`src/rtl/keypad_pkg.sv`:
```
// Shared constants, key-code names and helpers for the keypad scanner.
// Build option: define KEYPAD_REPEAT_EN to enable auto-repeat of a held key.
package keypad_pkg;

  localparam int unsigned KP_ROWS    = 4;
  localparam int unsigned KP_COLS    = 4;
  localparam int unsigned KP_KEYS    = KP_ROWS * KP_COLS;
  localparam int unsigned KEY_CODE_W = 4;

  localparam logic [KP_COLS-1:0] KP_NONE_DRIVEN = 4'b1111;

  // Key codes are {row_idx, col_idx}; these are the ones the controller decodes.
  localparam logic [KEY_CODE_W-1:0] KEY_UP     = 4'h1;
  localparam logic [KEY_CODE_W-1:0] KEY_RUN    = 4'h3;
  localparam logic [KEY_CODE_W-1:0] KEY_LEFT   = 4'h4;
  localparam logic [KEY_CODE_W-1:0] KEY_TOGGLE = 4'h5;
  localparam logic [KEY_CODE_W-1:0] KEY_RIGHT  = 4'h6;
  localparam logic [KEY_CODE_W-1:0] KEY_STEP   = 4'h7;
  localparam logic [KEY_CODE_W-1:0] KEY_DOWN   = 4'h9;
  localparam logic [KEY_CODE_W-1:0] KEY_CLEAR  = 4'hF;

  typedef enum logic {
    SCAN_RESET,
    SCAN_RUN
  } scan_state_e;

  function automatic logic is_single_key(input logic [KP_KEYS-1:0] s);
    return $onehot(s);
  endfunction

  function automatic logic [KEY_CODE_W-1:0] key_index(input logic [KP_KEYS-1:0] s);
    logic [KEY_CODE_W-1:0] idx;
    idx = '0;
    for (int i = 0; i < KP_KEYS; i++) begin
      if (s[i]) idx = KEY_CODE_W'(i);
    end
    return idx;
  endfunction

endpackage

```
`src/rtl/keypad_debounce.sv`:
```
// Sweep-level debouncer: accepts a snapshot once it repeats DEBOUNCE_SWEEPS times
// and emits a press event for clean single-key presses (plus repeats with KEYPAD_REPEAT_EN).
module keypad_debounce
  import keypad_pkg::*;
#(
  parameter int unsigned DEBOUNCE_SWEEPS = 3,
  parameter int unsigned REPEAT_SWEEPS   = 32
) (
  input  logic                  clk,
  input  logic                  rst,
  input  logic [KP_KEYS-1:0]    snapshot,
  input  logic                  sweep_end,
  output logic                  evt,
  output logic [KEY_CODE_W-1:0] evt_code,
  output logic                  held
);

  localparam int unsigned CNT_W = $clog2(DEBOUNCE_SWEEPS + 1);

  if (DEBOUNCE_SWEEPS < 1) begin : g_bad_debounce
    $error("DEBOUNCE_SWEEPS must be at least 1");
  end
  if (REPEAT_SWEEPS < 1) begin : g_bad_repeat
    $error("REPEAT_SWEEPS must be at least 1");
  end

  logic [KP_KEYS-1:0] prev_snap;
  logic [KP_KEYS-1:0] stable_state;
  logic [CNT_W-1:0]   stable_cnt;
  logic [CNT_W-1:0]   cnt_next;
  logic               accept;
  logic               press;

  // NOTE: every signal assigned in always_comb gets a default first, so no latch is inferred.
  always_comb begin
    cnt_next = stable_cnt;
    if (snapshot != prev_snap) begin
      cnt_next = CNT_W'(1);
    end else if (stable_cnt != CNT_W'(DEBOUNCE_SWEEPS)) begin
      cnt_next = stable_cnt + 1'b1;
    end
  end

  assign accept = sweep_end && (cnt_next == CNT_W'(DEBOUNCE_SWEEPS)) && (snapshot != stable_state);
  // Only a transition from all-released to exactly one key counts, so key rolls never fire.
  assign press  = accept && is_single_key(snapshot) && (stable_state == '0);

  always_ff @(posedge clk or negedge rst) begin
    if (!rst) begin
      prev_snap    <= '0;
      stable_state <= '0;
      stable_cnt   <= '0;
    end else if (sweep_end) begin
      prev_snap  <= snapshot;
      stable_cnt <= cnt_next;
      if (accept) stable_state <= snapshot;
    end
  end

  assign held = |stable_state;

`ifdef KEYPAD_REPEAT_EN
  localparam int unsigned RPT_W = $clog2(REPEAT_SWEEPS + 1);

  logic [RPT_W-1:0] rpt_cnt;
  logic             rpt_armed;
  logic             rpt_fire;

  // Repeats belong to a genuine press; a single key reached by rolling stays disarmed.
  assign rpt_fire = sweep_end && !accept && rpt_armed && (rpt_cnt == RPT_W'(REPEAT_SWEEPS - 1));

  always_ff @(posedge clk or negedge rst) begin
    if (!rst) begin
      rpt_cnt   <= '0;
      rpt_armed <= 1'b0;
    end else if (accept) begin
      rpt_cnt   <= '0;
      rpt_armed <= press;
    end else if (sweep_end && rpt_armed) begin
      rpt_cnt <= rpt_fire ? '0 : rpt_cnt + 1'b1;
    end
  end

  assign evt      = press || rpt_fire;
  assign evt_code = key_index(accept ? snapshot : stable_state);
`else
  assign evt      = press;
  assign evt_code = key_index(snapshot);
`endif

endmodule

```
`src/rtl/keypad_scan.sv`:
```
// 4x4 active-low keypad scanner: column drive, row synchronizer, debounce and valid/ack event port.
// Build option: define KEYPAD_REPEAT_EN to enable auto-repeat of a held key.
module keypad_scan
  import keypad_pkg::*;
#(
  parameter int unsigned COL_CYCLES      = 4,
  parameter int unsigned DEBOUNCE_SWEEPS = 3,
  parameter int unsigned REPEAT_SWEEPS   = 32
) (
  input  logic                  clk,
  input  logic                  rst,
  input  logic [KP_ROWS-1:0]    key_row,
  output logic [KP_COLS-1:0]    key_col,
  output logic [KEY_CODE_W-1:0] key_code,
  output logic                  key_valid,
  input  logic                  key_ack,
  output logic                  key_held,
  output logic                  key_ovf
);

  localparam int unsigned WIN_W = $clog2(COL_CYCLES);

  if (COL_CYCLES < 3) begin : g_bad_col_cycles
    $error("COL_CYCLES must be at least 3 to cover synchronizer latency");
  end

  scan_state_e        state;
  scan_state_e        state_next;
  logic [WIN_W-1:0]   win_cnt;
  logic [1:0]         col_idx;
  logic               win_last;
  logic               sweep_end;
  logic [KP_ROWS-1:0] row_meta;
  logic [KP_ROWS-1:0] row_sync;
  logic [KP_KEYS-1:0] snap;
  logic [KP_KEYS-1:0] snap_next;
  logic               evt;
  logic [KEY_CODE_W-1:0] evt_code;

  // NOTE: sequential state uses non-blocking assignments so every flop samples pre-edge values.
  always_ff @(posedge clk or negedge rst) begin
    if (!rst) begin
      row_meta <= '1;
      row_sync <= '1;
    end else begin
      row_meta <= key_row;
      row_sync <= row_meta;
    end
  end

  always_ff @(posedge clk or negedge rst) begin
    if (!rst) state <= SCAN_RESET;
    else      state <= state_next;
  end

  always_comb begin
    state_next = state;
    key_col    = KP_NONE_DRIVEN;
    case (state)
      SCAN_RESET: state_next = SCAN_RUN;
      SCAN_RUN:   key_col    = ~(4'b0001 << col_idx);
      default:    state_next = SCAN_RESET;
    endcase
  end

  assign win_last  = (state == SCAN_RUN) && (win_cnt == WIN_W'(COL_CYCLES - 1));
  assign sweep_end = win_last && (col_idx == 2'd3);

  always_ff @(posedge clk or negedge rst) begin
    if (!rst) begin
      win_cnt <= '0;
      col_idx <= '0;
    end else if (state == SCAN_RUN) begin
      if (win_last) begin
        win_cnt <= '0;
        col_idx <= col_idx + 2'd1;
      end else begin
        win_cnt <= win_cnt + 1'b1;
      end
    end
  end

  // The debouncer sees snap_next so the column-3 bits sampled at sweep end are included.
  always_comb begin
    snap_next = snap;
    for (int r = 0; r < KP_ROWS; r++) begin
      for (int c = 0; c < KP_COLS; c++) begin
        if (col_idx == 2'(c)) snap_next[r*KP_COLS + c] = ~row_sync[r];
      end
    end
  end

  always_ff @(posedge clk or negedge rst) begin
    if (!rst)          snap <= '0;
    else if (win_last) snap <= snap_next;
  end

  keypad_debounce #(
    .DEBOUNCE_SWEEPS(DEBOUNCE_SWEEPS),
    .REPEAT_SWEEPS  (REPEAT_SWEEPS)
  ) u_debounce (
    .clk      (clk),
    .rst      (rst),
    .snapshot (snap_next),
    .sweep_end(sweep_end),
    .evt      (evt),
    .evt_code (evt_code),
    .held     (key_held)
  );

  // A fresh event may replace one being acked in the same cycle; otherwise it is dropped.
  always_ff @(posedge clk or negedge rst) begin
    if (!rst) begin
      key_code  <= '0;
      key_valid <= 1'b0;
      key_ovf   <= 1'b0;
    end else if (evt) begin
      if (!key_valid || key_ack) begin
        key_code  <= evt_code;
        key_valid <= 1'b1;
      end else begin
        key_ovf <= 1'b1;
      end
    end else if (key_ack) begin
      key_valid <= 1'b0;
    end
  end

endmodule

```
`config.mk`:
```
export PLATFORM = sky130hd
export DESIGN_NAME = keypad_scan
export DESIGN_NICKNAME = d
export VERILOG_FILES = /design/src/rtl/keypad_pkg.sv /design/src/rtl/keypad_debounce.sv /design/src/rtl/keypad_scan.sv
export SDC_FILE = /design/constraint.sdc
export NUM_CORES = 1
export LEC_CHECK = 0
export ABC_AREA = 0
export CORE_ASPECT_RATIO = 1.75
export CORE_MARGIN = 2
export CORE_UTILIZATION = 60
export CTS_BUF_LIST = sky130_fd_sc_hd__clkbuf_8 sky130_fd_sc_hd__clkbuf_16
export DETAILED_ROUTE_END_ITERATION = 10
export PLACE_DENSITY = 0.79
export SYNTH_ARGS = -nofsm -noshare
export SYNTH_HDL_FRONTEND = slang
export SYNTH_HIERARCHICAL = 1
export SYNTH_SLANG_ARGS = --single-unit
```
`constraint.sdc`:
```
create_clock -name clk -period 5.8 [get_ports clk]
set_input_delay 1.74 -clock clk [delete_from_list [all_inputs] [get_ports clk]]
set_output_delay 1.74 -clock clk [all_outputs]
set_load 0.1 [all_outputs]
```
Word-level counts from Yosys, hierarchy flattened
Cells that the tools add are included.
- bits in registers: 69
- input bits: 7
- logic and storage cells: 102
- add/subtract/negate cells: 18
- equal/unequal tests: 10
- shift operators: 1
- muxes and demuxes: 38
- bitwise logic cells: 6
- reduce and logical (&&, ||, !) cells: 17
- operators with widths (operator ; number):
    4-bit two-way mux ; 9
    5-bit adder ; 7
    16-bit inequality test ; 2
    1-bit two-way mux ; 20
    1-bit by 1-bit adder with 2-bit output ; 8
    16-bit zero test ; 1
    16-bit OR reduction ; 1
    3-bit two-way mux ; 4
    2-bit two-way mux ; 5
    2-bit AND reduction ; 5
    2-bit equality test (second input constant) ; 4
    2-bit by 1-bit adder with 2-bit output (second input constant) ; 3
    1-bit logical AND ; 6
    5-bit by 1-bit equality test with 1-bit output (second input constant) ; 1
    1-bit NOT ; 5
    4-bit NOT ; 1
    1-bit by 2-bit left shift with 4-bit output (first input constant) ; 1
    2-bit by 1-bit equality test with 1-bit output (second input constant) ; 1
    2-bit zero test ; 1
    2-bit by 1-bit inequality test with 1-bit output (second input constant) ; 1
    2-bit inequality test (second input constant) ; 1
    2-bit nonzero test ; 1
    1-bit zero test ; 1
    1-bit logical OR ; 1

Depth between registers and ports, before layout
Gate-level depths: netlist (run 1).
- word-level depth: 17
- mapped depth: 20

Cells and area by module
Netlist (run 1), hierarchy kept.
- by module, submodules not included (module ; instances ; cells each ; area each (µm²) ; seq. area each (µm²)):
    keypad_debounce ; 1 ; 209 ; 2356.0 ; 850.8
    keypad_scan ; 1 ; 138 ; 1514.0 ; 885.8

Worst setup path before layout (run 1)
No wires, ideal clock.
- path type: register to register
- start point: register col_idx[0]
- end point: register key_code[0]
- arrival: 4.815 ns
- setup slack: 0.859 ns
- cell stages (with the launch flop): 20
- clock period less this slack: 4.941 ns
- path through: dfrtp_1 -> inv_1 -> ha_1 -> buf_2 -> mux2i_1 -> fa_1 -> inv_1 -> fa_1 -> inv_1 -> fa_1 -> inv_1 -> fa_1 -> inv_1 -> ha_1 -> fa_1 -> nor4b_1 -> nand3_1 -> nor3_1 -> nand2_1 -> mux2_2
- elaborated cells on any way between the ends: 61
- those cells by class: add/sub: 15; eq/ne: 7; mux: 32; reduce/logical: 7
- RTL lines (item ; line ; RTL):
    start: declaration ; keypad_scan.sv:30 ; logic [1:0] col_idx;
    start signal: assignment ; keypad_scan.sv:76 ; col_idx <= col_idx + 2'd1;
    2-bit zero test * ; keypad_scan.sv:88 ; if (col_idx == 2'(c)) snap_next[r*KP_COLS + c] = ~row_sync[r];
    1-bit two-way mux * ; keypad_scan.sv:88 ;
    via snap_next[0] ; keypad_scan.sv:36 ; logic [KP_KEYS-1:0] snap_next;
    1-bit by 1-bit adder with 2-bit output (implied by the code) / 16-bit inequality test (equally long branches) ; keypad_pkg.sv:28, keypad_debounce.sv:37 ;
    5-bit adder (implied by the code) / 2-bit two-way mux (equally long branches) ; keypad_pkg.sv:28, keypad_debounce.sv:37 ;
    5-bit adder (implied by the code) / 2-bit equality test (equally long branches) ; keypad_pkg.sv:28, keypad_debounce.sv:44 ;
    5-bit adder (implied by the code) / 1-bit logical AND (equally long branches) ; keypad_pkg.sv:28, keypad_debounce.sv:44 ;
    5-bit by 1-bit equality test with 1-bit output / 1-bit logical AND (equally long branches) ; keypad_pkg.sv:28, keypad_debounce.sv:44 ;
    1-bit logical AND * (2 in a row) ; keypad_debounce.sv:46 ; assign press = accept && is_single_key(snapshot) && (stable_state == '0);
    via evt ; keypad_scan.sv:37 ; logic evt;
    2-bit AND reduction (no line) * ; n/a ;
    end signal: assignment ; keypad_scan.sv:119 ; key_code <= evt_code;
    end: declaration ; keypad_scan.sv:14 ; output logic [KEY_CODE_W-1:0] key_code,
Mark *: on every way through the listed nets, which the timed path passes. The rest lies on a longest branch.
A chain may end at the register's enable or synchronous reset.

Worst setup path in the final report (run 1)
Same ends and word-level chain as after synthesis.

==> run metrics, run 1 <==
share of cells above drive strength 1=a little over a fifth; CP Max Fanout=6; Synth Area in Adders=between 10% and 20%; sequential element share of the synthesized area=44.9%; commonest non-fill, non-tap cell in the layout=dfrtp_1; Worst Tran Pin Value=a little under 1 ns; proportion of synthesized area in mux cells=between 10% and 20%; CTS Root Cell=clkbuf_8; Slew Limit Fails=0; simple-gate share of the synthesized area=8.76%; I/O Pins=18; worst rel slew slack=between 30% and 40%; Cell variety after synth=36; first-pass GRT wire length=12.8 mm; unrepaired setup endpoints after global routing=no; vias=2503; H-Tree Depth=3; FF+latch area=1740 um2; CTS max path bufs=2; area delta synth->final=11.3%; Skew-Pair Late Insertion Delay=0.35 ns; fmax=0.187 GHz; HP Class=flip-flop to flip-flop; All-Layer GR Usage=~25%; Overflow after GRT=0; Post-synth top flop=dfrtp_1; CORE AREA=6230 um2; HPWL Detailed=5.92 mm; Post-Syn Nets=380; Tmin final=roughly 5.4 ns; Die Wd=64.7 um; Initial DRT Pass Iterations=4; DR iter-0 viols=175; CP Data Required Time=6.03 ns; Seq cells post-synth=69; initial antenna violation count=0; Ys Warns=6; Setup-failing EPs final=0; WS Path Type=flip-flop to flip-flop; IO Port Bufs=17; hold buffer count at cts=0; Synth Cell Area=roughly 3900 um2; routed length per instance=between 15 and 20 um; area of the multi-input gates=1850 um2; Setup crit start kind=flip-flop; max_cap viols=0; RD Place Congestion=0.829; CTS tree=yes; vias in the first global route=2685; EDFF count, synth=0; worst endpoint data arrival time=5.59 ns; Final Hold Fails=0; CP Capture Type=flip-flop; XOR/XNOR share of the synthesized area=7.47%; largest net degree at the start of global routing=44; Via density=5.50; Synth Area in Compound Gates=4.75%; NumNets Final=around 400; die area=7130 um2; ys async rst share=100%; most frequent cells in the layout=dfrtp_1 (61), inv_1 (47), nand2_1 (28), mux2_2 (28), xor2_1 (24); drt drc=0; Setup TNS=0 ns; largest family of logic cells by synthesized area=multiplexers; crit share post-route=92.3%; Die H=110 um; Worst-path clk slew=around 0.07 ns; post-CTS sizing=0; Antenna diodes=0; Initial Utilization=between 60% and 70%; Post-Syn Instances=347; drt total wl=between 7 and 8 mm; fillcell total=472; outcome=complete, no violations; # clock sinks=69; Final Skew=0.00891 ns; Antenna Nets Post-Route=0; Rows=38; Synth Area per Inst=~11 um2; Setup Buffers After CTS=0; Inserted Clock Buffers=9
## critical path, stage by stage, from the launching register on
cell and delay [ns]:
dfrtp_1 0.42, inv_1 0.10, ha_1 0.34, mux2i_1 0.27, fa_1 0.60, inv_1 0.06
fa_1 0.54, inv_1 0.06, fa_1 0.50, inv_1 0.05, fa_1 0.47, inv_1 0.04
ha_1 0.20, fa_1 0.44, nor4b_1 0.33, nand3_1 0.12, nor3_1 0.22, nand2_1 0.17
mux2_2 0.30
## Yosys cell counts (7+ instances only)
cell,instances,share of area (%)
nand2_1,28,2.7
mux2_4,10,3.9
fa_1,11,5.7
xnor2_1,9,2.0
mux2_2,28,8.1
nor4_1,12,1.9
dfstp_2,8,5.4
mux2i_1,16,4.1
xor2_1,24,5.4
dfrtp_1,61,39
clkbuf_1,9,0.87
inv_1,47,4.6
nand3_1,7,0.91
ha_1,15,4.8
o21ai_0,18,2.3
## cells by family (layout without fill, tap and decap cells)
| kind of cell | count (synthesis) | in the layout |
|---|---|---|
| AO/OA/AOI/OAI | 32 | 32 |
| other | 1 | 1 |
| AND/OR/NAND/NOR | 65 | 65 |
| flip-flops | 69 | 69 |
| buffers and inverters | 67 | 95 |
| adder cells (fa/ha/maj) | 26 | 26 |
| multiplexers | 54 | 54 |
| XOR/XNOR | 33 | 33 |
## registers in the layout, summed over array words and instances (netlist names), 2 cells and up
register and flops:
row_meta 4, u_debounce/prev_snap 16, key_code 4, u_debounce/stable_state 16
win_cnt 2, u_debounce/stable_cnt 2, row_sync 4, snap 16
col_idx 2
## metal layers
| layer | track usage (%) | vias up | wire length, um | part of all wire [%] |
|---|---|---|---|---|
| li1 | - | 1185 | - | - |
| met1 | 26.9 | 1239 | 3000 | 38 |
| met2 | 43.7 | 60 | 4320 | 55 |
| met3 | 6.19 | 19 | 340 | 4.3 |
| met4 | 12.5 | 0 | 229 | 2.9 |
| met5 | 0 | - | 0 | 0 |
## per-stage QoR
stage	worst slack (ns)	util (%)	instances	hold slack, ns	cell area, um2
after global routing	0.110	69.1	455	0.363	4310
after CTS	0.401	69.1	455	0.361	4310
after detailed placement	0.419	66.5	439	0.347	4140
after floorplan	0.859	-	347	0.345	3870
final	0.447	69.1	455	0.358	4310
after global placement	0.685	66.5	439	0.346	4140
## final timing paths
path	depth (start not counted)	slack, ns	end	from
setup / recovery	18	0.45	key_code[0]$_DFFE_PN0P_	col_idx[0]$_DFFE_PN0P_
hold / removal	0	0.36	row_sync[2]$_DFF_PN1_	row_meta[2]$_DFF_PN1_
max in group asynchronous	2	3.34	u_debounce/stable_state[15]$_DFFE_PN0P_	rst
min in group asynchronous	1	1.53	snap[6]$_DFFE_PN0P_	rst
hold reg to reg	0	0.36	row_sync[2]$_DFF_PN1_	row_meta[2]$_DFF_PN1_
setup reg to reg	18	0.45	key_code[0]$_DFFE_PN0P_	col_idx[0]$_DFFE_PN0P_
## final cells by class
type	count	share of cell area (%)
Clock buffer	9	2.88
Timing Repair Buffer	32	6.45
Clock inverter	7	0.988
Multi-Input combinational cell	211	42.9
Tap cell	80	2.32
Inverter	47	4.10
Sequential cell	69	40.3
Power of run 1 is left out: the tool's default activity adds up to more than one toggle a clock period on the data nets, which glitch-free logic cannot reach.
==> run 2: changes to the inputs <==
Settings changed: CORE_ASPECT_RATIO 1.75 to 1.4.
==> run metrics, run 2 (synthesis results as in run 1) <==
outcome=complete, no violations (unchanged); Tmin final=5.41 ns (was 5.35 ns); area delta synth->final=12.7% (was 11.3%); IO Port Bufs=17 (unchanged); worst endpoint data arrival time=5.65 ns (was 5.59 ns); Setup crit start kind=flip-flop (unchanged); CTS Root Cell=clkbuf_8 (unchanged); H-Tree Depth=3 (unchanged); CORE AREA=6210 um2 (was 6230 um2); vias in the first global route=2783 (was 2685); Overflow after GRT=0 (unchanged); worst rel slew slack=34.5% (was 34.7%); initial antenna violation count=0 (unchanged); Final Hold Fails=0 (unchanged); Final Skew=0.00941 ns (was 0.00891 ns); die area=7120 um2 (was 7130 um2); share of cells above drive strength 1=21.8% (was 21.6%); All-Layer GR Usage=24.7% (was 24.6%); CTS tree=yes (unchanged); CP Capture Type=flip-flop (unchanged); drt drc=0 (unchanged); Rows=34 (was 38); DR iter-0 viols=123 (was 175); CP Data Required Time=6.04 ns (was 6.03 ns); Setup-failing EPs final=0 (unchanged); post-CTS sizing=0 (unchanged); Initial Utilization=62.3% (was 62.1%); HP Class=flip-flop to flip-flop (unchanged); Via density=5.70 (was 5.50); CP Cell Sequence=inv_1, ha_1, mux2i_1, fa_1, inv_1, fa_1, inv_1, fa_1, inv_1, fa_1, inv_1, ha_1, fa_1, nor4b_1, nand3_1, nor3_1, nand2_1, mux2_2 (unchanged); CP Max Fanout=6 (unchanged); HP Start=row_meta[2]$_DFF_PN1_ (unchanged); worst path bufs/invs=5 (unchanged); most frequent cells in the layout=dfrtp_1 (61), inv_1 (47), nand2_1 (28), mux2_2 (28), xor2_1 (24) (unchanged); R2R Path End=key_code[3]$_DFFE_PN0P_ (was key_code[0]$_DFFE_PN0P_); # clock sinks=69 (unchanged); NumNets Final=404 (was 403); reg-to-reg setup timing slack=0.39 ns (was 0.45 ns); Setup Buffers After CTS=0 (unchanged); WS Path Type=flip-flop to flip-flop (unchanged); CTS max path bufs=2 (unchanged); Setup TNS=0 ns (unchanged); Initial DRT Pass Iterations=4 (unchanged); Worst Hold End=row_sync[2]$_DFF_PN1_ (unchanged); first-pass GRT wire length=13.2 mm (was 12.8 mm); commonest non-fill, non-tap cell in the layout=dfrtp_1 (unchanged); crit share post-route=93.2% (was 92.3%); Slew Limit Fails=0 (unchanged); fmax=0.185 GHz (was 0.187 GHz); Top Registers=snap x16, u_debounce/prev_snap x16, u_debounce/stable_state x16 (unchanged); hold buffer count at cts=0 (unchanged); I/O Pins=18 (unchanged); Antenna Nets Post-Route=0 (unchanged); RD Place Congestion=0.904 (was 0.829); Skew-Pair Late Insertion Delay=0.36 ns (was 0.35 ns); Final Util=70.2% (was 69.1%); R2R cell count=18 (unchanged); unrepaired setup endpoints after global routing=no (unchanged); Crit Reg-Reg Startpoint=col_idx[0]$_DFFE_PN0P_ (unchanged); Inserted Clock Buffers=9 (unchanged); HPWL Detailed=5.49 mm (was 5.92 mm); Antenna diodes=0 (unchanged); max_cap viols=0 (unchanged); vias=2552 (was 2503); Worst path slowest cell=fa_1 (unchanged); Worst Tran Pin Value=0.979 ns (was 0.977 ns); Largest stage delay, worst path=0.60 ns (about the same); Die H=99.0 um (was 110 um); Worst-path clk slew=0.08 ns (was 0.07 ns); Min-Delay Path Depth=0 (unchanged); drt total wl=7.73 mm (was 7.89 mm); Die Wd=71.9 um (was 64.7 um); largest net degree at the start of global routing=70 (was 44); routed length per instance=17.3 um (about the same); Crit path max-delay family=adder cells (unchanged)
==> run 2: cell types whose count changed in the layout (fill, tap and decap cells not counted) <==
| cell | previous run | this run |
|---|---|---|
| bufinv_16 | 0 | 2 |
| clkbuf_8 | 9 | 10 |
| clkinv_4 | 2 | 1 |
| clkinv_2 | 5 | 2 |
| buf_4 | 15 | 16 |
| clkinvlp_4 | 0 | 1 |
==> run 2: worst max-delay path by stage <==
| stage | from | end | slack [ns] | depth (start not counted) |
|---|---|---|---|---|
| after floorplan | col_idx[0]$_DFFE_PN0P_ | key_code[0]$_DFFE_PN0P_ | 0.86 | 19 |
| after global placement | col_idx[0]$_DFFE_PN0P_ | key_code[3]$_DFFE_PN0P_ | 0.64 | 18 |
| after detailed placement | col_idx[0]$_DFFE_PN0P_ | key_code[3]$_DFFE_PN0P_ | 0.44 | 18 |
| after CTS | col_idx[0]$_DFFE_PN0P_ | key_code[3]$_DFFE_PN0P_ | 0.40 | 18 |
| after global routing | col_idx[0]$_DFFE_PN0P_ | key_code[3]$_DFFE_PN0P_ | 0.01 | 18 |
| final | col_idx[0]$_DFFE_PN0P_ | key_code[3]$_DFFE_PN0P_ | 0.39 | 18 |
==> run 2: worst reg2reg max path, cell delays in order, from the launching register on <==
cell and delay [ns]:
dfrtp_1 0.43, inv_1 0.10, ha_1 0.33, mux2i_1 0.26, fa_1 0.60, inv_1 0.07
fa_1 0.54, inv_1 0.06, fa_1 0.49, inv_1 0.05, fa_1 0.48, inv_1 0.05
ha_1 0.20, fa_1 0.46, nor4b_1 0.34, nand3_1 0.13, nor3_1 0.23, nand2_1 0.18
mux2_2 0.30
==> run 2: per-layer routing <==
layer,wire length (um),GRT usage (%)
met1,3240,30.2
met2,3970,40.1
met3,273,5.42
met4,252,14.1
met5,0,0
==> run 2: metrics by stage <==
step | instances | hold WS [ns] | setup slack, ns | area [um2]
floorplan | 347 | 0.345 | 0.859 | 3870
global placement | 432 | 0.346 | 0.645 | 4140
detailed placement | 432 | 0.347 | 0.442 | 4140
CTS | 448 | 0.357 | 0.397 | 4360
global route | 448 | 0.362 | 0.0119 | 4360
finish | 448 | 0.356 | 0.395 | 4360
==> run 2: final cells by class <==
class,count,area [um2]
multi-input combinational,211,1850
fill,461,1850
sequential,69,1740
timing repair buffer,33,285
inverter,47,176
clock buffer,10,138
tap,72,90.1
clock inverter,6,86.3
Power of run 2 is left out for the same reason.
==> run 3: changes to the inputs <==
Settings changed: TNS_END_PERCENT set to 20.
==> results of run 3 <==
No change in the layout: final DEF, timing and power equal those of run 2.
Power of run 3 is left out for the same reason.
